[src/rtl/em_ahb_master_if.sv]
// Bundles the request/response handshake, the AHB-Lite master port and the
// statistics counters of em_ahb_master. The master modport is the block's own view.
interface em_ahb_master_if;
    logic        req_valid;
    logic        req_ready;
    logic        req_write;
    logic [31:0] req_addr;
    logic [2:0]  req_size;
    logic [63:0] req_wdata;
    logic        rsp_valid;
    logic [63:0] rsp_rdata;
    logic        rsp_err;
    logic        EM_HSEL;
    logic [31:0] EM_HADDR;
    logic [1:0]  EM_HTRANS;
    logic        EM_HWRITE;
    logic [2:0]  EM_HSIZE;
    logic [2:0]  EM_HBURST;
    logic [63:0] EM_HWDATA;
    logic [63:0] EM_HRDATA;
    logic        EM_HREADYOUT;
    logic [1:0]  EM_HRESP;
    logic [15:0] xfer_count;
    logic [7:0]  err_count;

    modport master (
        input  req_valid, req_write, req_addr, req_size, req_wdata,
        input  EM_HRDATA, EM_HREADYOUT, EM_HRESP,
        output req_ready, rsp_valid, rsp_rdata, rsp_err,
        output EM_HSEL, EM_HADDR, EM_HTRANS, EM_HWRITE, EM_HSIZE, EM_HBURST, EM_HWDATA,
        output xfer_count, err_count
    );

    modport slave (
        output req_valid, req_write, req_addr, req_size, req_wdata,
        output EM_HRDATA, EM_HREADYOUT, EM_HRESP,
        input  req_ready, rsp_valid, rsp_rdata, rsp_err,
        input  EM_HSEL, EM_HADDR, EM_HTRANS, EM_HWRITE, EM_HSIZE, EM_HBURST, EM_HWDATA,
        input  xfer_count, err_count
    );
endinterface

[src/rtl/em_ahb_master.sv]
// Single-outstanding AHB-Lite master: turns one request at a time into a
// NONSEQ single transfer and returns a one-cycle completion pulse.
module em_ahb_master #(
    parameter logic [31:0] BASE_ADDR = 32'h0000_0000
) (
    input  logic              HCLK,
    input  logic              HRESETN,
    em_ahb_master_if.master   bus
);

    typedef enum logic [1:0] {
        S_IDLE = 2'b00,
        S_ADDR = 2'b01,
        S_DATA = 2'b10
    } state_t;

    localparam logic [1:0] HTRANS_IDLE   = 2'b00;
    localparam logic [1:0] HTRANS_NONSEQ = 2'b10;

    state_t      state_q, state_d;
    logic [2:0]  addr_lo_q, addr_lo_d;
    logic [63:0] wdata_q, wdata_d;
    logic        hsel_q, hsel_d;
    logic [1:0]  htrans_q, htrans_d;
    logic [31:0] haddr_q, haddr_d;
    logic        hwrite_q, hwrite_d;
    logic [2:0]  hsize_q, hsize_d;
    logic [63:0] hwdata_q, hwdata_d;
    logic        rsp_valid_q, rsp_valid_d;
    logic        rsp_err_q, rsp_err_d;
    logic [63:0] rsp_rdata_q, rsp_rdata_d;
    logic [15:0] xfer_count_q, xfer_count_d;
    logic [7:0]  err_count_q, err_count_d;
    logic        hresp_unused_s;

    // Natural alignment: the low size bits of the address must be zero.
    function automatic logic is_legal(input logic [2:0] size, input logic [2:0] lo);
        logic ok;
        case (size)
            3'd0:    ok = 1'b1;
            3'd1:    ok = (lo[0] == 1'b0);
            3'd2:    ok = (lo[1:0] == 2'b00);
            3'd3:    ok = (lo == 3'b000);
            default: ok = 1'b0;
        endcase
        return ok;
    endfunction

    // Bring the addressed byte lanes down to bit 0 and zero the rest.
    function automatic logic [63:0] align_rdata(input logic [63:0] hrdata,
                                                input logic [2:0]  lo,
                                                input logic [2:0]  size);
        logic [63:0] shifted;
        logic [63:0] result;
        shifted = hrdata >> {lo, 3'b000};
        case (size)
            3'd0:    result = shifted & 64'h0000_0000_0000_00FF;
            3'd1:    result = shifted & 64'h0000_0000_0000_FFFF;
            3'd2:    result = shifted & 64'h0000_0000_FFFF_FFFF;
            3'd3:    result = shifted;
            default: result = 64'h0000_0000_0000_0000;
        endcase
        return result;
    endfunction

    assign hresp_unused_s = bus.EM_HRESP[1];

    // Next-state, bus-phase outputs and completion/statistics computation.
    always_comb begin
        state_d      = state_q;
        addr_lo_d    = addr_lo_q;
        wdata_d      = wdata_q;
        hsel_d       = hsel_q;
        htrans_d     = htrans_q;
        haddr_d      = haddr_q;
        hwrite_d     = hwrite_q;
        hsize_d      = hsize_q;
        hwdata_d     = hwdata_q;
        rsp_valid_d  = 1'b0;
        rsp_err_d    = 1'b0;
        rsp_rdata_d  = rsp_rdata_q;
        xfer_count_d = xfer_count_q;
        err_count_d  = err_count_q;

        case (state_q)
            S_IDLE: begin
                if (bus.req_valid) begin
                    if (is_legal(bus.req_size, bus.req_addr[2:0])) begin
                        state_d   = S_ADDR;
                        addr_lo_d = bus.req_addr[2:0];
                        wdata_d   = bus.req_wdata;
                        hsel_d    = 1'b1;
                        htrans_d  = HTRANS_NONSEQ;
                        haddr_d   = BASE_ADDR + bus.req_addr;
                        hwrite_d  = bus.req_write;
                        hsize_d   = bus.req_size;
                    end else begin
                        rsp_valid_d = 1'b1;
                        rsp_err_d   = 1'b1;
                        rsp_rdata_d = 64'h0000_0000_0000_0000;
                    end
                end else begin
                    state_d = S_IDLE;
                end
            end
            S_ADDR: begin
                if (bus.EM_HREADYOUT) begin
                    state_d  = S_DATA;
                    hsel_d   = 1'b0;
                    htrans_d = HTRANS_IDLE;
                    hwdata_d = wdata_q;
                end else begin
                    state_d = S_ADDR;
                end
            end
            S_DATA: begin
                // The first cycle of a two-cycle ERROR has HREADYOUT low, so it just waits.
                if (bus.EM_HREADYOUT) begin
                    state_d     = S_IDLE;
                    rsp_valid_d = 1'b1;
                    rsp_err_d   = bus.EM_HRESP[0];
                    if (!hwrite_q && !bus.EM_HRESP[0]) begin
                        rsp_rdata_d = align_rdata(bus.EM_HRDATA, addr_lo_q, hsize_q);
                    end else begin
                        rsp_rdata_d = 64'h0000_0000_0000_0000;
                    end
                end else begin
                    state_d = S_DATA;
                end
            end
            default: begin
                state_d  = S_IDLE;
                hsel_d   = 1'b0;
                htrans_d = HTRANS_IDLE;
            end
        endcase

        if (rsp_valid_d) begin
            xfer_count_d = xfer_count_q + 16'd1;
        end else begin
            xfer_count_d = xfer_count_q;
        end

        if (rsp_valid_d && rsp_err_d && (err_count_q != 8'hFF)) begin
            err_count_d = err_count_q + 8'd1;
        end else begin
            err_count_d = err_count_q;
        end
    end

    // State and output registers; reset abandons any transfer in flight.
    always_ff @(posedge HCLK or negedge HRESETN) begin
        if (!HRESETN) begin
            state_q      <= S_IDLE;
            addr_lo_q    <= 3'b000;
            wdata_q      <= 64'h0000_0000_0000_0000;
            hsel_q       <= 1'b0;
            htrans_q     <= HTRANS_IDLE;
            haddr_q      <= 32'h0000_0000;
            hwrite_q     <= 1'b0;
            hsize_q      <= 3'b000;
            hwdata_q     <= 64'h0000_0000_0000_0000;
            rsp_valid_q  <= 1'b0;
            rsp_err_q    <= 1'b0;
            rsp_rdata_q  <= 64'h0000_0000_0000_0000;
            xfer_count_q <= 16'h0000;
            err_count_q  <= 8'h00;
        end else begin
            state_q      <= state_d;
            addr_lo_q    <= addr_lo_d;
            wdata_q      <= wdata_d;
            hsel_q       <= hsel_d;
            htrans_q     <= htrans_d;
            haddr_q      <= haddr_d;
            hwrite_q     <= hwrite_d;
            hsize_q      <= hsize_d;
            hwdata_q     <= hwdata_d;
            rsp_valid_q  <= rsp_valid_d;
            rsp_err_q    <= rsp_err_d;
            rsp_rdata_q  <= rsp_rdata_d;
            xfer_count_q <= xfer_count_d;
            err_count_q  <= err_count_d;
        end
    end

    assign bus.req_ready  = (state_q == S_IDLE);
    assign bus.rsp_valid  = rsp_valid_q;
    assign bus.rsp_err    = rsp_err_q;
    assign bus.rsp_rdata  = rsp_rdata_q;
    assign bus.EM_HSEL    = hsel_q;
    assign bus.EM_HADDR   = haddr_q;
    assign bus.EM_HTRANS  = htrans_q;
    assign bus.EM_HWRITE  = hwrite_q;
    assign bus.EM_HSIZE   = hsize_q;
    assign bus.EM_HBURST  = 3'b000;
    assign bus.EM_HWDATA  = hwdata_q;
    assign bus.xfer_count = xfer_count_q;
    assign bus.err_count  = err_count_q;

endmodule

[src/flat_wrapper.sv]
// flat-port wrapper written by rule: the top's interface ports become plain ports
module em_ahb_master_flat 
#(
    parameter logic [31:0] BASE_ADDR = 32'h0000_0000
)
  (HCLK, HRESETN, bus_req_valid, bus_req_write, bus_req_addr, bus_req_size, bus_req_wdata, bus_EM_HRDATA, bus_EM_HREADYOUT, bus_EM_HRESP, bus_req_ready, bus_rsp_valid, bus_rsp_rdata, bus_rsp_err, bus_EM_HSEL, bus_EM_HADDR, bus_EM_HTRANS, bus_EM_HWRITE, bus_EM_HSIZE, bus_EM_HBURST, bus_EM_HWDATA, bus_xfer_count, bus_err_count);
  em_ahb_master_if bus_i ();
  input  logic HCLK;
  input  logic HRESETN;
  input wire logic [$bits(bus_i.req_valid)-1:0] bus_req_valid;
  input wire logic [$bits(bus_i.req_write)-1:0] bus_req_write;
  input wire logic [$bits(bus_i.req_addr)-1:0] bus_req_addr;
  input wire logic [$bits(bus_i.req_size)-1:0] bus_req_size;
  input wire logic [$bits(bus_i.req_wdata)-1:0] bus_req_wdata;
  input wire logic [$bits(bus_i.EM_HRDATA)-1:0] bus_EM_HRDATA;
  input wire logic [$bits(bus_i.EM_HREADYOUT)-1:0] bus_EM_HREADYOUT;
  input wire logic [$bits(bus_i.EM_HRESP)-1:0] bus_EM_HRESP;
  output wire logic [$bits(bus_i.req_ready)-1:0] bus_req_ready;
  output wire logic [$bits(bus_i.rsp_valid)-1:0] bus_rsp_valid;
  output wire logic [$bits(bus_i.rsp_rdata)-1:0] bus_rsp_rdata;
  output wire logic [$bits(bus_i.rsp_err)-1:0] bus_rsp_err;
  output wire logic [$bits(bus_i.EM_HSEL)-1:0] bus_EM_HSEL;
  output wire logic [$bits(bus_i.EM_HADDR)-1:0] bus_EM_HADDR;
  output wire logic [$bits(bus_i.EM_HTRANS)-1:0] bus_EM_HTRANS;
  output wire logic [$bits(bus_i.EM_HWRITE)-1:0] bus_EM_HWRITE;
  output wire logic [$bits(bus_i.EM_HSIZE)-1:0] bus_EM_HSIZE;
  output wire logic [$bits(bus_i.EM_HBURST)-1:0] bus_EM_HBURST;
  output wire logic [$bits(bus_i.EM_HWDATA)-1:0] bus_EM_HWDATA;
  output wire logic [$bits(bus_i.xfer_count)-1:0] bus_xfer_count;
  output wire logic [$bits(bus_i.err_count)-1:0] bus_err_count;
  assign bus_i.req_valid = bus_req_valid;
  assign bus_i.req_write = bus_req_write;
  assign bus_i.req_addr = bus_req_addr;
  assign bus_i.req_size = bus_req_size;
  assign bus_i.req_wdata = bus_req_wdata;
  assign bus_i.EM_HRDATA = bus_EM_HRDATA;
  assign bus_i.EM_HREADYOUT = bus_EM_HREADYOUT;
  assign bus_i.EM_HRESP = bus_EM_HRESP;
  assign bus_req_ready = bus_i.req_ready;
  assign bus_rsp_valid = bus_i.rsp_valid;
  assign bus_rsp_rdata = bus_i.rsp_rdata;
  assign bus_rsp_err = bus_i.rsp_err;
  assign bus_EM_HSEL = bus_i.EM_HSEL;
  assign bus_EM_HADDR = bus_i.EM_HADDR;
  assign bus_EM_HTRANS = bus_i.EM_HTRANS;
  assign bus_EM_HWRITE = bus_i.EM_HWRITE;
  assign bus_EM_HSIZE = bus_i.EM_HSIZE;
  assign bus_EM_HBURST = bus_i.EM_HBURST;
  assign bus_EM_HWDATA = bus_i.EM_HWDATA;
  assign bus_xfer_count = bus_i.xfer_count;
  assign bus_err_count = bus_i.err_count;
  em_ahb_master #(.BASE_ADDR(BASE_ADDR)) u_core (.HCLK(HCLK), .HRESETN(HRESETN), .bus(bus_i));
endmodule
[config.mk]
export PLATFORM = sky130hd
export DESIGN_NAME = em_ahb_master_flat
export DESIGN_NICKNAME = d
export VERILOG_FILES = /design/src/rtl/em_ahb_master_if.sv /design/src/rtl/em_ahb_master.sv /design/src/flat_wrapper.sv
export SDC_FILE = /design/constraint.sdc
export NUM_CORES = 1
export LEC_CHECK = 0
export BUFFER_PORTS_ARGS = -buffer_cell sky130_fd_sc_hd__buf_2
export CAP_MARGIN = 25
export CORE_ASPECT_RATIO = 0.6
export CORE_MARGIN = 3
export CORE_UTILIZATION = 45
export CTS_BUF_LIST = sky130_fd_sc_hd__clkbuf_16
export CTS_CLUSTER_DIAMETER = 40
export DETAILED_ROUTE_END_ITERATION = 7
export HOLD_SLACK_MARGIN = 0.15
export PLACE_DENSITY = 0.72
export SYNTH_ARGS = -nofsm -noshare
export SYNTH_HDL_FRONTEND = slang
export SYNTH_SLANG_ARGS = --single-unit
[constraint.sdc]
create_clock -name HCLK -period 2.13 [get_ports HCLK]
set_input_delay 0.639 -clock HCLK [delete_from_list [all_inputs] [get_ports HCLK]]
set_output_delay 0.639 -clock HCLK [all_outputs]
set_load 0.005 [all_outputs]
==> reports/results.txt <==
status -> complete, no violations
final-report hold violation count -> 0
Startpoint Class -> flop
Skew-Pair Late Insertion Delay -> 0.54 ns
Final Cell Area -> 15000 um^2
initial detailed-routing violation count -> 546
crit path from -> u_core.addr_lo_q[1]
mean area per synthesized cell -> 13.1 um^2
Seq cells post-synth -> 257
first-pass GRT wire length -> 49900 um
f_max -> 475 MHz
top_reg_cell synth -> dfrtp_1
First-pass DRT Iterations -> 5
CTS tree -> done
Hold Crit Start -> bus_req_addr[30]
final net count -> 1444
clk root buf -> clkbuf_16
IO buf count -> 361
top cells by area, synth -> dfrtp_1 (56%), mux2_2 (17%), mux4_2 (4.7%)
final WL -> 32600 um
Worst Path Arrival -> 2.56 ns
WHS -> 0.326 ns
Total GRT Usage -> 23.3%
Mapped Area -> 11400 um^2
# IOs -> 367
R2R Path End -> u_core.bus.rsp_rdata[13]
clk slew on worst S/H paths -> 0.06 ns
Max VDD drop -> 0.581 mV
Final Max Tran Viols -> 0
final setup fails -> 0
Vias per Instance -> 5.38
r2r setup slk -> 0.02 ns
largest net degree at the start of global routing -> 56
Syn Inst Count -> 869
slew margin rel. -> 40.0%
initial antenna violation count -> 1
Top Layer Used -> met4
final RePlAce weighted congestion -> 0.913
r2r startpoint -> u_core.addr_lo_q[1]
post-detail-place hpwl -> 24600 um
LEAKAGE -> 7.28 nW
hold path endpoint -> u_core.bus.EM_HADDR[30]
area post-placement -> 14000 um^2
cell count of the worst reg-to-reg path -> 4
core area -> 24600 um^2
die footprint -> 27300 um^2
routed wl met3 -> 2990 um
top cells by count, synth -> dfrtp_1 (257), mux2_2 (172), nand2_1 (95), o21ai_0 (34), buf_2 (30)
leading area contributor after synthesis -> dfrtp_1
Filler Cell Count -> 1972
minimum clock period -> 2.11 ns
Post-synth EDFFs -> 0
Worst-Margin Slew -> 0.891 ns
TritonCTS sink count -> 257
pre-CTS setup slack -> -0.164 ns
critical path class -> flop to flop
DRC Markers -> 0
metal2 WL -> 14900 um
worst-path fanout max -> 11
Clock Skews -> 0.0120 ns
setup ws final -> 0.0225 ns
Vias -> 8686
WL met1 -> 14000 um
post-route ant nets -> 0
Tot Pwr -> 17.5 mW
WL/cell -> 20.2 um
width of the die -> 211 um
Max Cap Violations -> 0
Synth async-reset ratio -> 100%
min-delay worst type -> input port to flop
Power Density -> 1170 nW/um^2
total grt overflow -> 0
clock buffer count from CTS -> 29
Critical Path RT -> 2.58 ns
Die H -> 129 um
Initial Utilization -> 46.4%
most numerous cell in the Yosys netlist -> dfrtp_1
Critical Path End Type -> flop
setup_tns -> 0 ns
Clock Tree Buf Depth -> 3
post-synth top area share -> 56.4%
library cells used by synthesis -> 48
CTS H-tree lvls -> 1
ratio of final minimum period to clock period -> 98.9%
share of layout cells above drive strength 1 -> 52.4%
RSZ-0062 raised after global routing -> yes
number of synthesis warnings -> 0
P&R area growth vs syn -> 31.4%
post-synthesis sequential area ratio -> 56.4%
# rows -> 44
WHS Path Cells -> 2
vias in the first global route -> 8735
==> layout make-up <==
class / count / area (um^2) / area share (%)
clock inverters: 21 / 214 / 1.43
inverters: 6 / 22.5 / 0.150
clock buffers: 29 / 726 / 4.85
flip-flops and latches: 257 / 6440 / 43.0
diodes: 1 / 2.50 / 0.0167
repair buffers: 430 / 2570 / 17.2
multi-input cells: 548 / 4600 / 30.7
well taps: 322 / 403 / 2.69
==> worst max-delay path by stage <==
stage / endpoint
after floorplan: u_core.bus.EM_HADDR[10]
after global placement: u_core.wdata_q[56]
after detailed placement: u_core.bus.rsp_rdata[50]
after CTS: bus_EM_HADDR[1]
after global routing: bus_EM_HADDR[1]
final: u_core.bus.rsp_rdata[13]
==> through the flow <==
stage | cells | utilization, %
after floorplan | 872 | -
after global placement | 1557 | 56.9
after detailed placement | 1557 | 56.9
after CTS | 1611 | 60.9
after global routing | 1614 | 61.0
final | 1614 | 61.0
==> cell families (layout without fill, tap and decap cells) <==
logic type,Yosys count,after routing,synth area share (%)
AO/OA/AOI/OAI,132,132,7.64
XOR/XNOR,19,19,1.46
adder cells (fa/ha/maj),2,2,0.220
buffers and inverters,67,486,3.43
flip-flops,257,257,56.4
multiplexers,220,220,23.8
other,1,5,0.0329
AND/OR/NAND/NOR,171,171,6.94
==> sequential cells by signal, summed over array words and instances, names as in the netlist, 2 cells and up <==
signal	flops
u_core.wdata_q	64
u_core.bus.err_count	8
u_core.state_q	2
u_core.bus.EM_HWDATA	64
u_core.bus.xfer_count	16
u_core.bus.EM_HADDR	30
u_core.addr_lo_q	2
u_core.bus.EM_HSIZE	3
u_core.bus.rsp_rdata	64
==> cell usage in the layout, fill, tap and decap left out, drive strengths merged, types with 15 or more instances in the layout <==
cell type	n
xnor2	17
nand2	95
nor2	15
nand3	17
a211oi	17
o21ai	36
mux2	172
mux2i	24
dfrtp	257
mux4	24
clkbuf	29
buf	429
o31ai	16
a21oi	28
==> power breakdown <==
part | total (mW) | switching, mW | internal, mW
Combinational | 5.43 | 2.54 | 2.88
Sequential | 7.11 | 0.845 | 6.27
Clock | 4.91 | 2.04 | 2.87
==> critical path, stage by stage (launching register included) <==
cell	delay, ns
dfrtp_4	0.57
nor2b_1	0.69
a21oi_1	0.25
o21a_1	0.30
o21ai_0	0.19
==> routing by layer <==
layer | track usage [%] | up-vias
met5 | 0 | -
met4 | 5.11 | 0
met3 | 7.43 | 51
met2 | 36.5 | 349
met1 | 32.3 | 4330
li1 | - | 3956
==> what timing repair did <==
action	in CTS	in global routing
endpoints found under the setup margin	3	1
endpoints found under the hold margin	27	0
setup buffers	3	2
hold buffers	1	0
resized for setup	2	0
Power figures use the tool's default switching activity.
